## src/rtl/button_bank.sv

```systemverilog
// button_bank: multi-channel button debouncer with press/release pulses.
//
// Each of NumButtons raw, asynchronous, active-high button inputs has its own
// 2-flop synchronizer, a four-state FSM (idle, press lockout, down, release
// lockout) and a lockout counter. Accepted edges produce single-cycle
// registered pulses; held_o is the debounced level.
//
// Optional feature: define BUTTON_BANK_REPEAT_EN to enable typematic
// auto-repeat. A key held in the down state then re-emits pressed pulses,
// first after RepeatStartCycles and then every RepeatPeriodCycles.
//
// Ports:
//   clk_i          clock, rising edge
//   rst_ni         asynchronous active-low reset
//   button_i       raw button levels (asynchronous to clk_i)
//   pressed_o      one-cycle pulse per accepted press (and per repeat)
//   released_o     one-cycle pulse per accepted release
//   held_o         debounced level, high in press lockout and down
//   pressed_any_o  OR of pressed_o, registered in the same cycle as pressed_o
module button_bank #(
  parameter int unsigned NumButtons         = 8,
  parameter int unsigned DelayCycles        = 2000000,
  parameter int unsigned RepeatStartCycles  = 50000000,
  parameter int unsigned RepeatPeriodCycles = 10000000
) (
  input  logic                  clk_i,
  input  logic                  rst_ni,
  input  logic [NumButtons-1:0] button_i,
  output logic [NumButtons-1:0] pressed_o,
  output logic [NumButtons-1:0] released_o,
  output logic [NumButtons-1:0] held_o,
  output logic                  pressed_any_o
);

  localparam int unsigned MaxAB     = (DelayCycles > RepeatStartCycles) ?
                                      DelayCycles : RepeatStartCycles;
  localparam int unsigned MaxCycles = (MaxAB > RepeatPeriodCycles) ? MaxAB : RepeatPeriodCycles;
  localparam int unsigned CntWidth  = $clog2(MaxCycles) + 1;

  localparam logic [CntWidth-1:0] DelayLast = CntWidth'(DelayCycles - 1);
`ifdef BUTTON_BANK_REPEAT_EN
  localparam logic [CntWidth-1:0] RepStartLast  = CntWidth'(RepeatStartCycles - 1);
  localparam logic [CntWidth-1:0] RepPeriodLast = CntWidth'(RepeatPeriodCycles - 1);
`endif

  typedef enum logic [1:0] {
    StIdle,
    StPressLock,
    StDown,
    StReleaseLock
  } state_e;

  // Next-state press bits, collected for the shared pressed_any register.
  logic [NumButtons-1:0] pressed_d;
  logic                  pressed_any_q;

  for (genvar i = 0; i < NumButtons; i++) begin : g_ch
    logic                sync1_q, sync2_q;
    state_e              state_q, state_d;
    logic [CntWidth-1:0] count_q, count_d;
    logic                press_d, release_d, held_d;
    logic                press_q, release_q, held_q;
`ifdef BUTTON_BANK_REPEAT_EN
    // Set after the first repeat so later repeats use the shorter period.
    logic                rep_q, rep_d;
`endif

    always_comb begin
      state_d   = state_q;
      count_d   = count_q;
      press_d   = 1'b0;
      release_d = 1'b0;
`ifdef BUTTON_BANK_REPEAT_EN
      rep_d     = rep_q;
`endif
      unique case (state_q)
        StIdle: begin
          if (sync2_q) begin
            state_d = StPressLock;
            count_d = '0;
            press_d = 1'b1;
          end
        end
        StPressLock: begin
          if (count_q == DelayLast) begin
            count_d = '0;
            if (sync2_q) begin
              state_d = StDown;
            end else begin
              // Key already let go: report the release as the lockout ends.
              state_d   = StReleaseLock;
              release_d = 1'b1;
            end
          end else begin
            count_d = count_q + 1'b1;
          end
        end
        StDown: begin
          if (!sync2_q) begin
            // Release wins over a repeat falling due in the same cycle.
            state_d   = StReleaseLock;
            count_d   = '0;
            release_d = 1'b1;
`ifdef BUTTON_BANK_REPEAT_EN
            rep_d     = 1'b0;
`endif
          end else begin
`ifdef BUTTON_BANK_REPEAT_EN
            if ((!rep_q && count_q == RepStartLast) || (rep_q && count_q == RepPeriodLast)) begin
              press_d = 1'b1;
              count_d = '0;
              rep_d   = 1'b1;
            end else begin
              count_d = count_q + 1'b1;
            end
`else
            count_d = '0;
`endif
          end
        end
        StReleaseLock: begin
          if (count_q == DelayLast) begin
            state_d = StIdle;
            count_d = '0;
          end else begin
            count_d = count_q + 1'b1;
          end
        end
        default: begin
          state_d = StIdle;
          count_d = '0;
        end
      endcase
      held_d = (state_d == StPressLock) || (state_d == StDown);
    end

    always_ff @(posedge clk_i or negedge rst_ni) begin
      if (!rst_ni) begin
        sync1_q   <= 1'b0;
        sync2_q   <= 1'b0;
        state_q   <= StIdle;
        count_q   <= '0;
        press_q   <= 1'b0;
        release_q <= 1'b0;
        held_q    <= 1'b0;
`ifdef BUTTON_BANK_REPEAT_EN
        rep_q     <= 1'b0;
`endif
      end else begin
        sync1_q   <= button_i[i];
        sync2_q   <= sync1_q;
        state_q   <= state_d;
        count_q   <= count_d;
        press_q   <= press_d;
        release_q <= release_d;
        held_q    <= held_d;
`ifdef BUTTON_BANK_REPEAT_EN
        rep_q     <= rep_d;
`endif
      end
    end

    assign pressed_d[i]  = press_d;
    assign pressed_o[i]  = press_q;
    assign released_o[i] = release_q;
    assign held_o[i]     = held_q;
  end

  always_ff @(posedge clk_i or negedge rst_ni) begin
    if (!rst_ni) begin
      pressed_any_q <= 1'b0;
    end else begin
      pressed_any_q <= |pressed_d;
    end
  end

  assign pressed_any_o = pressed_any_q;

endmodule

```

## config.mk

```make
export PLATFORM = sky130hd
export DESIGN_NAME = button_bank
export DESIGN_NICKNAME = d
export VERILOG_FILES = /design/src/rtl/button_bank.sv
export SDC_FILE = /design/constraint.sdc
export NUM_CORES = 1
export LEC_CHECK = 0
export CAP_MARGIN = 10
export CORE_MARGIN = 2
export CORE_UTILIZATION = 40
export DETAILED_ROUTE_END_ITERATION = 8
export GPL_TIMING_DRIVEN = 0
export PLACE_DENSITY_LB_ADDON = 0.08
export RECOVER_POWER = 25
export SLEW_MARGIN = 20
export SYNTH_ARGS = -nofsm -noshare
export SYNTH_HDL_FRONTEND = slang
export SYNTH_SLANG_ARGS = --single-unit
```

## constraint.sdc

```tcl
create_clock -name clk_i -period 3.1 [get_ports clk_i]
set_input_delay 0.775 -clock clk_i [delete_from_list [all_inputs] [get_ports clk_i]]
set_output_delay 0.775 -clock clk_i [all_outputs]
set_load 0.02 [all_outputs]
```

# [Yosys cells after proc, flatten, opt, wreduce, memory -nomap -nowiden]
# Index checks and enable logic that the tools add are counted.
# Widths: inputs -> output; s select.
[totals] mem_bits_rw=0 word_cells=258 latch_bits=0 n_memories=0 mem_bits_ro=0 register_bits=273
[op_classes] bitwise_logic=0 eq_ne=56 n_reduce_logical=25 shift=0 n_lt_le_gt_ge=0 mul=0 add_sub_neg=8 div_mod_pow=0 mux=112
[op_table] operator="$pmux 27 s3" n=8
[op_table] operator="$mux 27" n=16
[op_table] operator="$add 27x1->27 const B" n=8
[op_table] operator="$eq 27x21->1 const B" n=8
[op_table] operator="$mux 2" n=32
[op_table] operator="$pmux 2 s4" n=8
[op_table] operator="$eq 2x2->1 const B" n=24
[op_table] operator="$mux 1" n=40
[op_table] operator="$eq 2x1->1 const B" n=16
[op_table] operator="$logic_not 2->1" n=8
[op_table] operator="$ne 2x2->1 const B" n=8
[op_table] operator="$pmux 1 s2" n=8
[op_table] operator="$reduce_or 2->1" n=8
[op_table] operator="$logic_or 1x1->1" n=8
[op_table] operator="$reduce_or 8->1" n=1

# [Longest topological paths before layout]
[depth] word_depth=5 depth_mapped=10 mapped_depth_nobuf=8

# [Least setup slack after synthesis]
# Ideal clock, no wire load.
[synth_timing] path_type="register to register" start="register g_ch[6].state_q[0]" end="register g_ch[6].count_q[23]" setup_ns=0.121 period_less_slack_ns=2.343 path_slack_ns=0.757 stages_incl_launch_ff=10 n_path_buf=1 arrival_time_ns=2.222 t_required_ns=2.979 cell_sequence="dfrtp_1 > inv_1 > ha_1 > nor2b_1 > buf_2 > nor4_1 > nand4_1 > nor3_1 > xnor2_1 > nor2_1"
[synth_via] elab_chain_cells=3 elab_cells_between_ends=7 classes_between="4 x eq/ne; 1 x mux; 2 x reduce/logical"
[synth_lines] element="from (decl)" line="59" text="state_e state_q, state_d;"
[synth_lines] element="from (signal assigned)" line="141" text="state_q <= StIdle;"
[synth_lines] element="from (signal assigned)" line="152" text="state_q <= state_d;"
[synth_lines] element="$eq 2x2->1 or $eq 2x1->1 (tied branches)" line="76" text="unique case (state_q)"
[synth_lines] element="$reduce_or 2->1 (no source line)"
[synth_lines] element="$pmux 27 s3" line="76"
[synth_lines] element="to (signal assigned)" line="153" text="count_q <= count_d;"
[synth_lines] element="to (decl)" line="60" text="logic [CntWidth-1:0] count_q, count_d;"
# Several ways; a longest one is shown, not always the timed one.
# A chain may end at the register's enable or synchronous reset.

# [Worst setup path in the final report]
[layout_timing] start="register g_ch[5].count_q[8]" end="register g_ch[5].count_q[7]"
[layout_via] elab_chain_cells=3
[layout_lines] element="from (decl)" line="60"
[layout_lines] element="from (signal assigned)" line="153"
[layout_lines] element="$eq 27x21->1" line="85, 122"
[layout_lines] element="$mux 27" line="85, 122"
[layout_lines] element="$pmux 27 s3" line="76"
# No other way between the ends.

==> impl_metrics.toml <==
[logic_synthesis]
ys_ff_latch = 273
avgSynthCellArea_um2 = 9.52
ys.flop_type = "dfrtp_1"
syn_area_mm2 = 0.0144
async_reset_ff_frac = 1.00
synth-seq-area-share = 0.475
syn_nets = 1570
yosys.cell_types.count = 69
yosysWarnings = 0
synth_edf_count = 0
synth_cells = 1512

[place]
portBuffers = 34
hpwl_mm = 20.2
finalWeightedCongestion = 0.769

[power_and_ir_drop]
swShare = 0.314
pwr-share-seq = 0.382
totalPowerFinal_uw = 10600
power_switching_uw = 3350
leakagePower_uw = 0.00710
p_comb_frac = 0.242
p_int_uw = 7300
ir_worst_vdd_mv = 0.499
clockPowerShare = 0.376
power.density_mw_per_mm2 = 642

[setup_path]
critPathArrivalTime_ps = 3120
cp_cell_sequence = "nor4_1 > nand4_1 > o32ai_2 > and2_0 > clkbuf_1 > nor2_1"
critPathLaunchType = "register"
path_max_fanout = 10
slowest_stage = "o32ai_2"
critical_path_class = "reg -> reg"
slowest_delay_ps = 650
worstSetupEndpointType = "register"
worstPathRequired_ps = 3470

[clock_network]
tritoncts = "yes"
h-tree-depth = 2
cts_resized = 0
root_buffer = "clkbuf_16"
postCtsSetupBuffers = 0
clk_pin_slew_worst_paths_ps = 50
cts_buffer_depth = 3
clock_latency_ps = 510
cts_hold_buf = 0
cts_sinks = 273
cts_buffers = 35

[hold_path]
hold_path.class = "reg -> reg"

[detailed_routing]
post_drt_wl_per_cell_um = 14.4
drc = 0
antenna_left = 0
drt_wl_total_mm = 29.7
drt_first_iter_violations = 568
drtPass1Iterations = 5
routed_via_density = 5.21
num_vias = 10800

[floorplan]
die_h_um = 194
die_area_mm2 = 0.0375
ios = 35
start_util = 0.406
coreArea_mm2 = 0.0355
die_w_um = 194
rows = 69

[sta]
timing.fmax_mhz = 363
finalHoldWorstSlack_ps = 339
hold_viol = 0
slew_headroom = -0.0908
grt_setup_unrepaired = "false"
tightest_slew_ps = 1640
fin_worst_skew_ps = 11.2
post-route-period-util = 0.888
setup_violations = 0
finalMaxSlewViolations = 58
layout_min_cycle_time_ps = 2750

[grt]
grt_pass1_vias = 10700
grt_use_total = 0.162
overflow = 0
grt_max_degree = 80
antenna_found_initial = 0
grt_pass1_wl_mm = 52.4

[layout]
drive_gt1_frac = 0.0745
diodes = 0
seq_area_mm2 = 0.00683
fin_nets = 1644
final_cell_mix = "dfrtp_1 (273), nor2_1 (194), nand2_1 (107)"
area_growth_pct = 15.1
fillers = 3384
multi_input_area_mm2 = 0.00706
layout_commonest_cell = "dfrtp_1"

[status]
status = "finished, violations left"
violations = "max-capacitance violations, max-slew violations"

[job]
maxCapViolCount = 1
## cell families (layout without fill, tap and decap cells)
group,after synthesis,after routing,synth area share
adder cells (fa/ha/maj),48,48,0.0417
multiplexers,12,12,0.00852
AO/OA/AOI/OAI,214,214,0.0900
AND/OR/NAND/NOR,704,704,0.258
buffers and inverters,112,211,0.0363
flip-flops,273,273,0.475
XOR/XNOR,149,149,0.0907
## stage by stage
step / cells / utilization / instance area [µm²] / worst slack, ps / setup TNS [ps]
finish: 2072 / 0.467 / 16600 / 347 / 0
global route: 2072 / 0.467 / 16600 / 86.8 / 0
CTS: 2072 / 0.467 / 16600 / 77.1 / 0
detailed placement: 2010 / 0.434 / 15400 / 93.3 / 0
global placement: 2007 / 0.432 / 15300 / -11160 / -3035370
floorplan: 1512 / - / 14400 / 757 / 0
## cells in the mapped netlist, drive strengths merged (4+ instances only)
cell,number,share of area
ha,48,0.042
nand4,51,0.022
a21oi,37,0.013
nand2b,22,0.0096
o31a,4,0.0024
inv,47,0.012
o22ai,16,0.0070
or4,5,0.0026
nor2,196,0.052
nand3,85,0.030
or2,7,0.0030
nor2b,26,0.011
nor3,27,0.0097
dfrtp,273,0.47
a2bb2oi,4,0.0024
o21ai,101,0.035
o31ai,19,0.0099
and4,17,0.010
and2,27,0.012
xnor2,68,0.041
a21o,9,0.0047
nand4b,4,0.0024
buf,32,0.015
and3,47,0.021
nor4b,21,0.013
nor3b,12,0.0063
or3,24,0.011
nor4,18,0.010
mux2i,10,0.0070
clkbuf,33,0.0087
nand2,107,0.028
a31oi,4,0.0017
xor2,81,0.049
## state kept, by name (all words and copies together), names as in the netlist
register        count
pressed_any_o       1
g_ch.state_q       16
g_ch.held_q         8
g_ch.sync2_q        8
g_ch.press_q        8
g_ch.count_q      216
g_ch.sync1_q        8
g_ch.release_q      8
## worst paths after layout
check / from / endpoint / slack, ps / cells after the start
setup / recovery: g_ch[5].count_q[8]$_DFFE_PN0P_ / g_ch[5].count_q[7]$_DFFE_PN0P_ / 350 / 6
hold / removal: g_ch[0].sync1_q$_DFF_PN0_ / g_ch[0].sync2_q$_DFF_PN0_ / 340 / 0
max in group asynchronous: rst_ni / g_ch[3].count_q[5]$_DFFE_PN0P_ / 980 / 3
min in group asynchronous: rst_ni / g_ch[4].count_q[11]$_DFFE_PN0P_ / 680 / 1
hold reg to reg: g_ch[0].sync1_q$_DFF_PN0_ / g_ch[0].sync2_q$_DFF_PN0_ / 340 / 0
setup reg to reg: g_ch[5].count_q[8]$_DFFE_PN0P_ / g_ch[5].count_q[7]$_DFFE_PN0P_ / 350 / 6
## power by group through the flow
stage | Clock [µW] | Combinational [µW] | Sequential (µW)
2_1_floorplan | 0 | 1840 | 4060
3_3_place_gp | 0 | 2590 | 4130
3_5_place_dp | 0 | 2620 | 4120
4_1_cts | 4140 | 2630 | 4070
5_1_grt | 4300 | 2930 | 4110
6_report | 4010 | 2570 | 4070
## critical path: cells and delay by family, from the launching register on
kind | cells | cell delay [ps]
buffers and inverters | 1 | 450
AO/OA/AOI/OAI | 1 | 650
AND/OR/NAND/NOR | 4 | 1060
flip-flops | 1 | 450
## cell type report
class                      count  area share
multi-input combinational   1127       0.426
buffer                        65      0.0209
clock buffer                  55      0.0678
sequential                   273       0.412
tap                          461      0.0348
inverter                      47      0.0106
clock inverter                 7     0.00249
timing repair buffer          37      0.0252
## layer usage
| metal | wire (µm) | GRT usage | up-vias |
|---|---|---|---|
| met2 | 13300 | 0.254 | 108 |
| met5 | 0 | 0 | - |
| met3 | 902 | 0.0257 | 38 |
| met1 | 15100 | 0.235 | 5224 |
| li1 | - | - | 5416 |
| met4 | 452 | 0.0351 | 0 |
Note: power is estimated with default switching activity, not from simulation.
